===== config.mk =====
export PLATFORM = sky130hd
export DESIGN_NAME = fetch_group_feeder
export DESIGN_NICKNAME = d
export VERILOG_FILES = /design/src/rtl/cpu_defs.sv /design/src/rtl/fetch_inflight_ring.sv /design/src/rtl/fetch_group_feeder.sv
export SDC_FILE = /design/constraint.sdc
export NUM_CORES = 1
export LEC_CHECK = 0
export CORE_MARGIN = 8
export CORE_UTILIZATION = 46
export DETAILED_ROUTE_END_ITERATION = 7
export PLACE_DENSITY = 0.76
export SLEW_MARGIN = 20
export SYNTH_ARGS = -nofsm -noshare
export SYNTH_HDL_FRONTEND = slang
export SYNTH_HIERARCHICAL = 1
export SYNTH_SLANG_ARGS = --single-unit

===== constraint.sdc =====
create_clock -name clk -period 4.3 [get_ports clk]
set_clock_uncertainty 0.05 [all_clocks]
set_input_delay 0.645 -clock clk [delete_from_list [all_inputs] [get_ports clk]]
set_output_delay 0.645 -clock clk [all_outputs]
set_load 0.005 [all_outputs]

===== src/rtl/cpu_defs.sv =====
// Shared fetch-path types and constants.
// Slot layout for the in-flight fetch ring.
package cpu_defs;

    localparam int FETCH_CHANNEL    = 4;
    localparam int FETCH_DATA_WIDTH = 32;
    localparam int FETCH_OFF_W      = $clog2(FETCH_CHANNEL);
    localparam int GROUP_BYTES      = FETCH_CHANNEL * 4;

    localparam logic [31:0] DEFAULT_RESET_PC = 32'hbfc00000;

    typedef enum logic [1:0] {
        SLOT_FREE,
        SLOT_WAIT,
        SLOT_FULL
    } fetch_slot_state_t;

    typedef struct packed {
        fetch_slot_state_t                           state;
        logic [FETCH_OFF_W-1:0]                      offset;
        logic [FETCH_CHANNEL*FETCH_DATA_WIDTH-1:0]   data;
    } fetch_slot_t;

endpackage


===== src/rtl/fetch_inflight_ring.sv =====
// Ring of in-flight fetch slots: allocated on request,
// filled in order by responses, freed from the head on push.
module fetch_inflight_ring
    import cpu_defs::*;
#(
    parameter int MAX_INFLIGHT = 2
) (
    input  logic                                      clk,
    input  logic                                      rst,
    input  logic                                      clear,
    input  logic                                      alloc,
    input  logic [FETCH_OFF_W-1:0]                    alloc_offset,
    input  logic                                      fill,
    input  logic [FETCH_CHANNEL*FETCH_DATA_WIDTH-1:0] fill_data,
    input  logic                                      free,
    output fetch_slot_t                               head_slot,
    output logic [$clog2(MAX_INFLIGHT+1)-1:0]         count,
    output logic [$clog2(MAX_INFLIGHT+1)-1:0]         wait_count
);

    localparam int PW = (MAX_INFLIGHT > 1) ? $clog2(MAX_INFLIGHT) : 1;
    localparam int CW = $clog2(MAX_INFLIGHT + 1);

    fetch_slot_t      slots [MAX_INFLIGHT];
    logic [PW-1:0]    head;
    logic [PW-1:0]    tail;
    logic [PW-1:0]    fptr;

    function automatic logic [PW-1:0] nxt(input logic [PW-1:0] p);
        return (p == PW'(MAX_INFLIGHT - 1)) ? '0 : p + PW'(1);
    endfunction

    // WAIT slots sit contiguously between fptr and tail, so fills
    // always land on the oldest outstanding request.
    always_ff @(posedge clk) begin
        if (rst || clear) begin
            for (int i = 0; i < MAX_INFLIGHT; i++) begin
                slots[i] <= '0;
            end
            head  <= '0;
            tail  <= '0;
            fptr  <= '0;
            count <= '0;
        end else begin
            if (alloc) begin
                slots[tail].state  <= SLOT_WAIT;
                slots[tail].offset <= alloc_offset;
                tail               <= nxt(tail);
            end
            if (fill) begin
                slots[fptr].state <= SLOT_FULL;
                slots[fptr].data  <= fill_data;
                fptr              <= nxt(fptr);
            end
            if (free) begin
                slots[head].state <= SLOT_FREE;
                head              <= nxt(head);
            end
            count <= count + CW'(alloc) - CW'(free);
        end
    end

    always_comb begin
        wait_count = '0;
        for (int i = 0; i < MAX_INFLIGHT; i++) begin
            if (slots[i].state == SLOT_WAIT) begin
                wait_count = wait_count + CW'(1);
            end
        end
    end

    assign head_slot = slots[head];

    fill_needs_wait: assert property (
        @(posedge clk) disable iff (rst || clear)
        fill |-> (slots[fptr].state == SLOT_WAIT)
    );

endmodule


===== src/rtl/fetch_group_feeder.sv =====
// Fetch PC owner: issues group-aligned I-cache requests and pushes
// returned groups into the fetch queue as lane-aligned bursts.
module fetch_group_feeder
    import cpu_defs::*;
#(
    parameter int                 CHANNEL      = FETCH_CHANNEL,
    parameter int                 DATA_WIDTH   = FETCH_DATA_WIDTH,
    parameter int                 ADDR_WIDTH   = 32,
    parameter int                 MAX_INFLIGHT = 2,
    parameter logic [ADDR_WIDTH-1:0] RESET_PC  = DEFAULT_RESET_PC
) (
    input  logic                          clk,
    input  logic                          rst,
    input  logic                          flush,
    input  logic [ADDR_WIDTH-1:0]         flush_pc,
    output logic                          icache_req_valid,
    output logic [ADDR_WIDTH-1:0]         icache_req_addr,
    input  logic                          icache_req_ready,
    input  logic                          icache_resp_valid,
    input  logic [CHANNEL*DATA_WIDTH-1:0] icache_resp_data,
    input  logic                          queue_ready,
    output logic [CHANNEL*DATA_WIDTH-1:0] data_push,
    output logic [$clog2(CHANNEL+1)-1:0]  push_num,
    output logic [$clog2(CHANNEL+1)-1:0]  push_offset
);

    localparam int LG   = $clog2(CHANNEL);
    localparam int NW   = $clog2(CHANNEL + 1);
    localparam int CW   = $clog2(MAX_INFLIGHT + 1);
    localparam int DCW  = $clog2(MAX_INFLIGHT * 2 + 1);
    localparam logic [ADDR_WIDTH-1:0] ALIGN_MASK =
        ~ADDR_WIDTH'(GROUP_BYTES - 1);

    logic [ADDR_WIDTH-1:0] pc;
    logic [ADDR_WIDTH-1:0] aligned_pc;
    logic [DCW-1:0]        discard;
    fetch_slot_t           head_slot;
    logic [CW-1:0]         count;
    logic [CW-1:0]         wait_count;
    logic                  req_fire;
    logic                  resp_fill;
    logic                  push;

    assign aligned_pc       = pc & ALIGN_MASK;
    assign icache_req_addr  = aligned_pc;
    assign icache_req_valid = ~rst & ~flush & (count < CW'(MAX_INFLIGHT));
    assign req_fire         = icache_req_valid & icache_req_ready;

    // Responses owed to requests killed by a flush are swallowed first.
    assign resp_fill = icache_resp_valid & ~flush & ~rst & (discard == '0);

    assign push = ~rst & ~flush & queue_ready
                & (head_slot.state == SLOT_FULL);

    assign push_num    = push ? NW'(CHANNEL) - NW'(head_slot.offset) : '0;
    assign push_offset = push ? NW'(head_slot.offset) : '0;
    assign data_push   = push ? head_slot.data : '0;

    always_ff @(posedge clk) begin
        if (rst) begin
            pc      <= RESET_PC;
            discard <= '0;
        end else if (flush) begin
            pc      <= flush_pc;
            discard <= discard + DCW'(wait_count)
                     - DCW'(icache_resp_valid);
        end else begin
            if (req_fire) begin
                pc <= aligned_pc + ADDR_WIDTH'(GROUP_BYTES);
            end
            if (icache_resp_valid && discard != '0) begin
                discard <= discard - DCW'(1);
            end
        end
    end

    fetch_inflight_ring #(
        .MAX_INFLIGHT (MAX_INFLIGHT)
    ) u_ring (
        .clk          (clk),
        .rst          (rst),
        .clear        (flush),
        .alloc        (req_fire),
        .alloc_offset (pc[LG+1:2]),
        .fill         (resp_fill),
        .fill_data    (icache_resp_data),
        .free         (push),
        .head_slot    (head_slot),
        .count        (count),
        .wait_count   (wait_count)
    );

endmodule


# After elaboration in Yosys (flattened, before gate mapping)

Memories as Yosys holds them, arrays and structs flattened. A register that Yosys moved wholly into a read port is not among the register bits.
Cells that the tools add are included.

Reductions and logical operators: 8
Equal/unequal tests: 3
Shifts and indexed selects: 0
Multiplexer cells: 31
Bitwise operators: 10
Multiply operators: 0
Magnitude comparators: 1
$add $sub $neg: 11
Div/mod/pow operators: 0

Operator list:

| cell                  | number |
|---|---|
| $mux 132              | 2 |
| $reduce_or 132->1     | 2 |
| $mux 128              | 1 |
| $mux 32               | 2 |
| $add 32x5->32 const B | 1 |
| $mux 1                | 19 |
| $mux 3                | 3 |
| $and 1x1->1           | 8 |
| $mux 2                | 4 |
| $eq 2x1->1 const B    | 2 |
| $reduce_bool 2->1     | 2 |
| $add 1x1->1 const B   | 3 |
| $add 3x2->3           | 1 |
| $logic_not 3->1       | 1 |
| $reduce_bool 3->1     | 1 |
| $sub 3x1->3           | 1 |
| $sub 3x1->3 const B   | 1 |
| $sub 3x2->3 const A   | 1 |
| $add 1x1->2 const B   | 1 |
| $add 2x1->2           | 1 |
| $eq 2x2->1 const B    | 1 |
| $lt 2x2->1 const B    | 1 |
| $not 1->1             | 2 |
| $sub 2x1->2           | 1 |
| 2 further kinds       | 2 |

Bits in read-only memories: 0
Input bits: 166
RAM bits: 264
Latch bits: 0
Memories: 1
Logic and storage cells: 71
Output and inout bits: 167
Register bits: 40

Memories:

| memory       | depth | width | read ports | clocked after Yosys merged registers in | write ports | line                      | text |
|---|---|---|---|---|---|---|---|
| u_ring.slots | 2     | 132   | 3          | 1                                       | 3           | fetch_inflight_ring.sv:24 | `fetch_slot_t slots [MAX_INFLIGHT];` |

# Logic depth before layout (Yosys ltp)

Word-level depth: 9
Depth in mapped cells: 12
Depth with buffers taken out: 12

# Cells and area by module

The synthesis kept the hierarchy.

Modules (own cells, without submodules):

| module              | cells each | sequential area each (µm²) | area an instance (µm²) | instances |
|---|---|---|---|---|
| fetch_inflight_ring | 750        | 8007.7                     | 11741.3                | 1 |
| fetch_group_feeder  | 432        | 660.6                      | 3108.0                 | 1 |

# Worst setup path after synthesis

No wires, ideal clock.

Path kind: input-to-reg
Start point: input flush
End point: memory u_ring/slots[0][0] (netlist bit), enable pin
Data required time: 3.758 ns
Setup slack: -0.255 ns
Setup time: 0.492 ns
Cell stages on the path: 5
Data arrival time: 4.013 ns
Path through: buf_6 nor2_1 and4_1 nand2b_1 nand2_1

RTL lines:

| element     | line                      | text |
|---|---|---|
| from (decl) | fetch_group_feeder.sv:14  | `input logic flush,` |
| to (decl)   | fetch_inflight_ring.sv:24 |  |

# Worst setup path in the final report

Start point: input flush
End point: output push_num[0]

Cells in the longest elaborated chain, start to end: 5

RTL lines:

| element                   | line                     | text |
|---|---|---|
| $not 1->1                 | fetch_group_feeder.sv:52 | `assign push = ~rst & ~flush & queue_ready` |
| $and 1x1->1 (2 in series) | fetch_group_feeder.sv:52 |  |
| $and 1x1->1               | fetch_group_feeder.sv:53 | `& (head_slot.state == SLOT_FULL);` |
| $mux 3                    | fetch_group_feeder.sv:55 | `assign push_num = push ? NW'(CHANNEL) - NW'(head_slot.offset) : '0;` |
| to (decl)                 | fetch_group_feeder.sv:23 | `output logic [$clog2(CHANNEL+1)-1:0] push_num,` |

No other way between the ends.

==> run summary <==
Crit share post-route - 87.7%
Worst endpoint required time - 3.61 ns
Yosys top cell area share - 52.6%
Relative slew margins - 31.6%
Post-CTS Hold Fix Bufs - 0
Overall routing resource usage - 18.1%
Grt total ovfl - 0
DR iter-0 viols - 423
Status - finished clean
Area Overhead vs Synth - 28.9%
# IOs - 333
Slowest stage delay, CP - 0.53 ns
Synthesized instance count - 1182
Crit path launch type - input pin
Switching pwr - 1.39 mW
Power per cell area - 344 nW/um^2
Initial antenna violation count - 7
ANT nets after route - 0
Core area - 31600 um^2
DR WL/cell - 19.1 um
First-pass GRT wire length - 55300 um
Post-layout net count - 1637
Die Ht - 196 um
Cell area after synthesis - 14800 um^2
Maximum buffer depth of the clock tree - 3
Flops & latches, synth - 303
Post-synth cell types - 49
Largest net degree at the start of global routing - 75
Clk pwr share - 41.2%
H-tree depth - 2
Vias in the first global route - 9947
Post-synth top flop - edfxtp_1
Share of cells above drive strength 1 - 13.9%
Root Buffer - clkbuf_16
Most numerous cell in the Yosys netlist - and2_1
Synth cell count leaders - and2_1 (389), edfxtp_1 (260), mux2_2 (133)
Detailed Routing Iterations Pass 1 - 5
Fin crit period - 3.77 ns
RSZ-0062 raised after global routing - no
Syn_area_per_cell - 12.6 um^2
DRC - 0
RePlAce Congestion - 0.845
Kind of critical path - in2out
Hold WC Path Type - reg2reg
Final wirelength - 36100 um
Power Internal - 5.21 mW
FP Rows - 65
Most used cell along the critical path - clkdlybuf4s50_1
Max-slew violation count - 0
CP max FO - 74
Post-cts sizing count - 0
Final setup viols - 0
Count of final hold-check violations - 0
Post-synth EDFFs - 260
Worst Tran Pin Value - 1.02 ns
Sw Share - 21.0%
Latest clock arrival within the worst-skew pair - 0.49 ns
Final HPWL DP - 23900 um
Reg power frac - 51.4%
Fill count - 2508
Crit path DAT - 3.08 ns
TritonCTS Sinks - 303
Register area share after synthesis - 58.4%
Die area - 38300 um^2
Number of buffers created by CTS - 35
Crit-path cells - clkdlybuf4s50_1 -> nor2_1 -> and4b_4 -> buf_12 -> and2_1 -> clkdlybuf4s50_1
Leading area contributor after synthesis - edfxtp_1
Via count - 9579
Clock slew at reported path FFs - 0.05 ns
Worst Path Buf+Inv - 3
Number of instances in the placed design - 1825
Asr flop ratio synth - 0%
Peak VDD IR - 0.247 mV
Setup TNS Final - 0 ns
Max-cap violations - 0
Leakage power - 7.39 nW
DR vias/cell - 5.07
CTS tree - built
Die Wd - 196 um
Yosys warnings - 6
Layout Cells excl Fill - 1891
Combinational share of power - 7.4%
Fmax - 265 MHz
Crit path capture type - primary output
Initial Util - 46.9%
Critical path's slowest cell - and4b_4
Port Buffers - 325
Synth area leaders - edfxtp_1 (53%), and2_1 (16%), mux2_2 (10%)
Setup bufs post-CTS - 0
CP top delay family - buffers and inverters
-- cells by family (layout without fill, tap and decap cells) --
logic type	after synthesis	in the layout	synth area share, %
flops	303	303	58.4
buf+inv	126	424	5.56
mux	137	137	10.4
other cells	1	10	0.0253
xor+xnor	23	23	1.36
fa+ha+maj	11	11	0.977
simple gates	532	532	21.3
compound gates	49	49	2.05
-- state kept, by name, summed over array words and instances, names as in the netlist, named ones only --
register,cells
u_ring/slots,264
pc,30
discard,3
u_ring/head,1
u_ring/count,2
u_ring/tail,1
u_ring/fptr,1
-- power by group through the flow --
stage                     Clock [mW]  Combinational (mW)  Sequential [mW]
after global routing            2.90               0.534             3.41
after floorplan                    0               0.252             3.44
after detailed placement           0               0.489             3.45
after CTS                       2.79               0.494             3.39
final                           2.72               0.487             3.39
after global placement             0               0.480             3.44
-- routing by layer --
layer	up-vias	part of all wire (%)	track usage [%]	routed length [um]
met3	66	6.3	4.26	2280
met1	4625	41	21.9	14700
met2	273	50	31.1	18100
li1	4609	-	-	-
met4	6	2.8	6.77	1000
met5	-	0.11	0	41
-- final timing paths --
| path | cells past startpoint | from | to | slack [ns] |
|---|---|---|---|---|
| min reg2reg | 2 | u_ring/slots[1][131]$_SDFFE_PP0P_ | u_ring/slots[1][131]$_SDFFE_PP0P_ | 0.43 |
| max | 6 | flush | push_num[0] | 0.53 |
| min | 2 | u_ring/slots[1][131]$_SDFFE_PP0P_ | u_ring/slots[1][131]$_SDFFE_PP0P_ | 0.43 |
| max reg2reg | 12 | u_ring/slots[1][130]$_SDFFE_PP0P_ | discard[2]$_SDFFE_PP0P_ | 1.88 |
-- stage by stage --
step                utilization, %  cell area [um^2]  total power, mW  hold WS, ns  setup slack [ns]
global route                  60.5             19100             6.84        0.438             0.367
detailed placement            57.2             18100             3.94        0.415             0.473
floorplan                        -             14900             3.70        0.394             0.957
finish                        60.5             19100             6.60        0.428             0.530
global placement              57.2             18100             3.92        0.412             0.494
CTS                           60.5             19100             6.68        0.424             0.471
-- placed cells by master, fill, tap and decap left out, types with 5 or more instances in the layout --
master           Yosys  routed
and2_1             389     389
clkdlybuf4s50_1      0     325
edfxtp_1           260     260
mux2_2             133     133
dfxtp_1             43      42
nand2_1             41      39
nor2_1              37      37
clkbuf_16            0      36
a21oi_1             21      21
inv_1               19      18
xor2_1              16      16
buf_4               41      16
nand4_1             12      12
nand3_1             12      12
clkinv_1             0      10
ha_1                10      10
a211oi_1             9       9
nor3_1               8       8
xnor2_1              7       7
clkbuf_1            24       7
diode_2              0       5
and3_1               5       5
a31oi_1              5       5
conb_1               1       5
clkinv_2             0       5
-- worst register-to-register path: stages, from the launching register on --
cell     delay [ns]
dfxtp_1        0.33
nor2b_1        0.15
ha_1           0.26
inv_1          0.04
ha_1           0.26
inv_1          0.04
ha_1           0.18
fa_1           0.38
xnor2_1        0.14
nor2_1         0.05
a31oi_1        0.20
xnor2_1        0.15
nor2_1         0.05
-- final cells by class --
class                      count  area [um^2]  area share, %
tap                          402          503           2.63
antenna                        5         12.5         0.0653
clock buffer                  43          927           4.84
inverter                      19         71.3          0.372
clock inverter                18          121          0.634
multi-input combinational    757         5410           28.2
timing repair buffer         344         3430           17.9
sequential                   303         8670           45.3
Power figures use the tool's default switching activity.
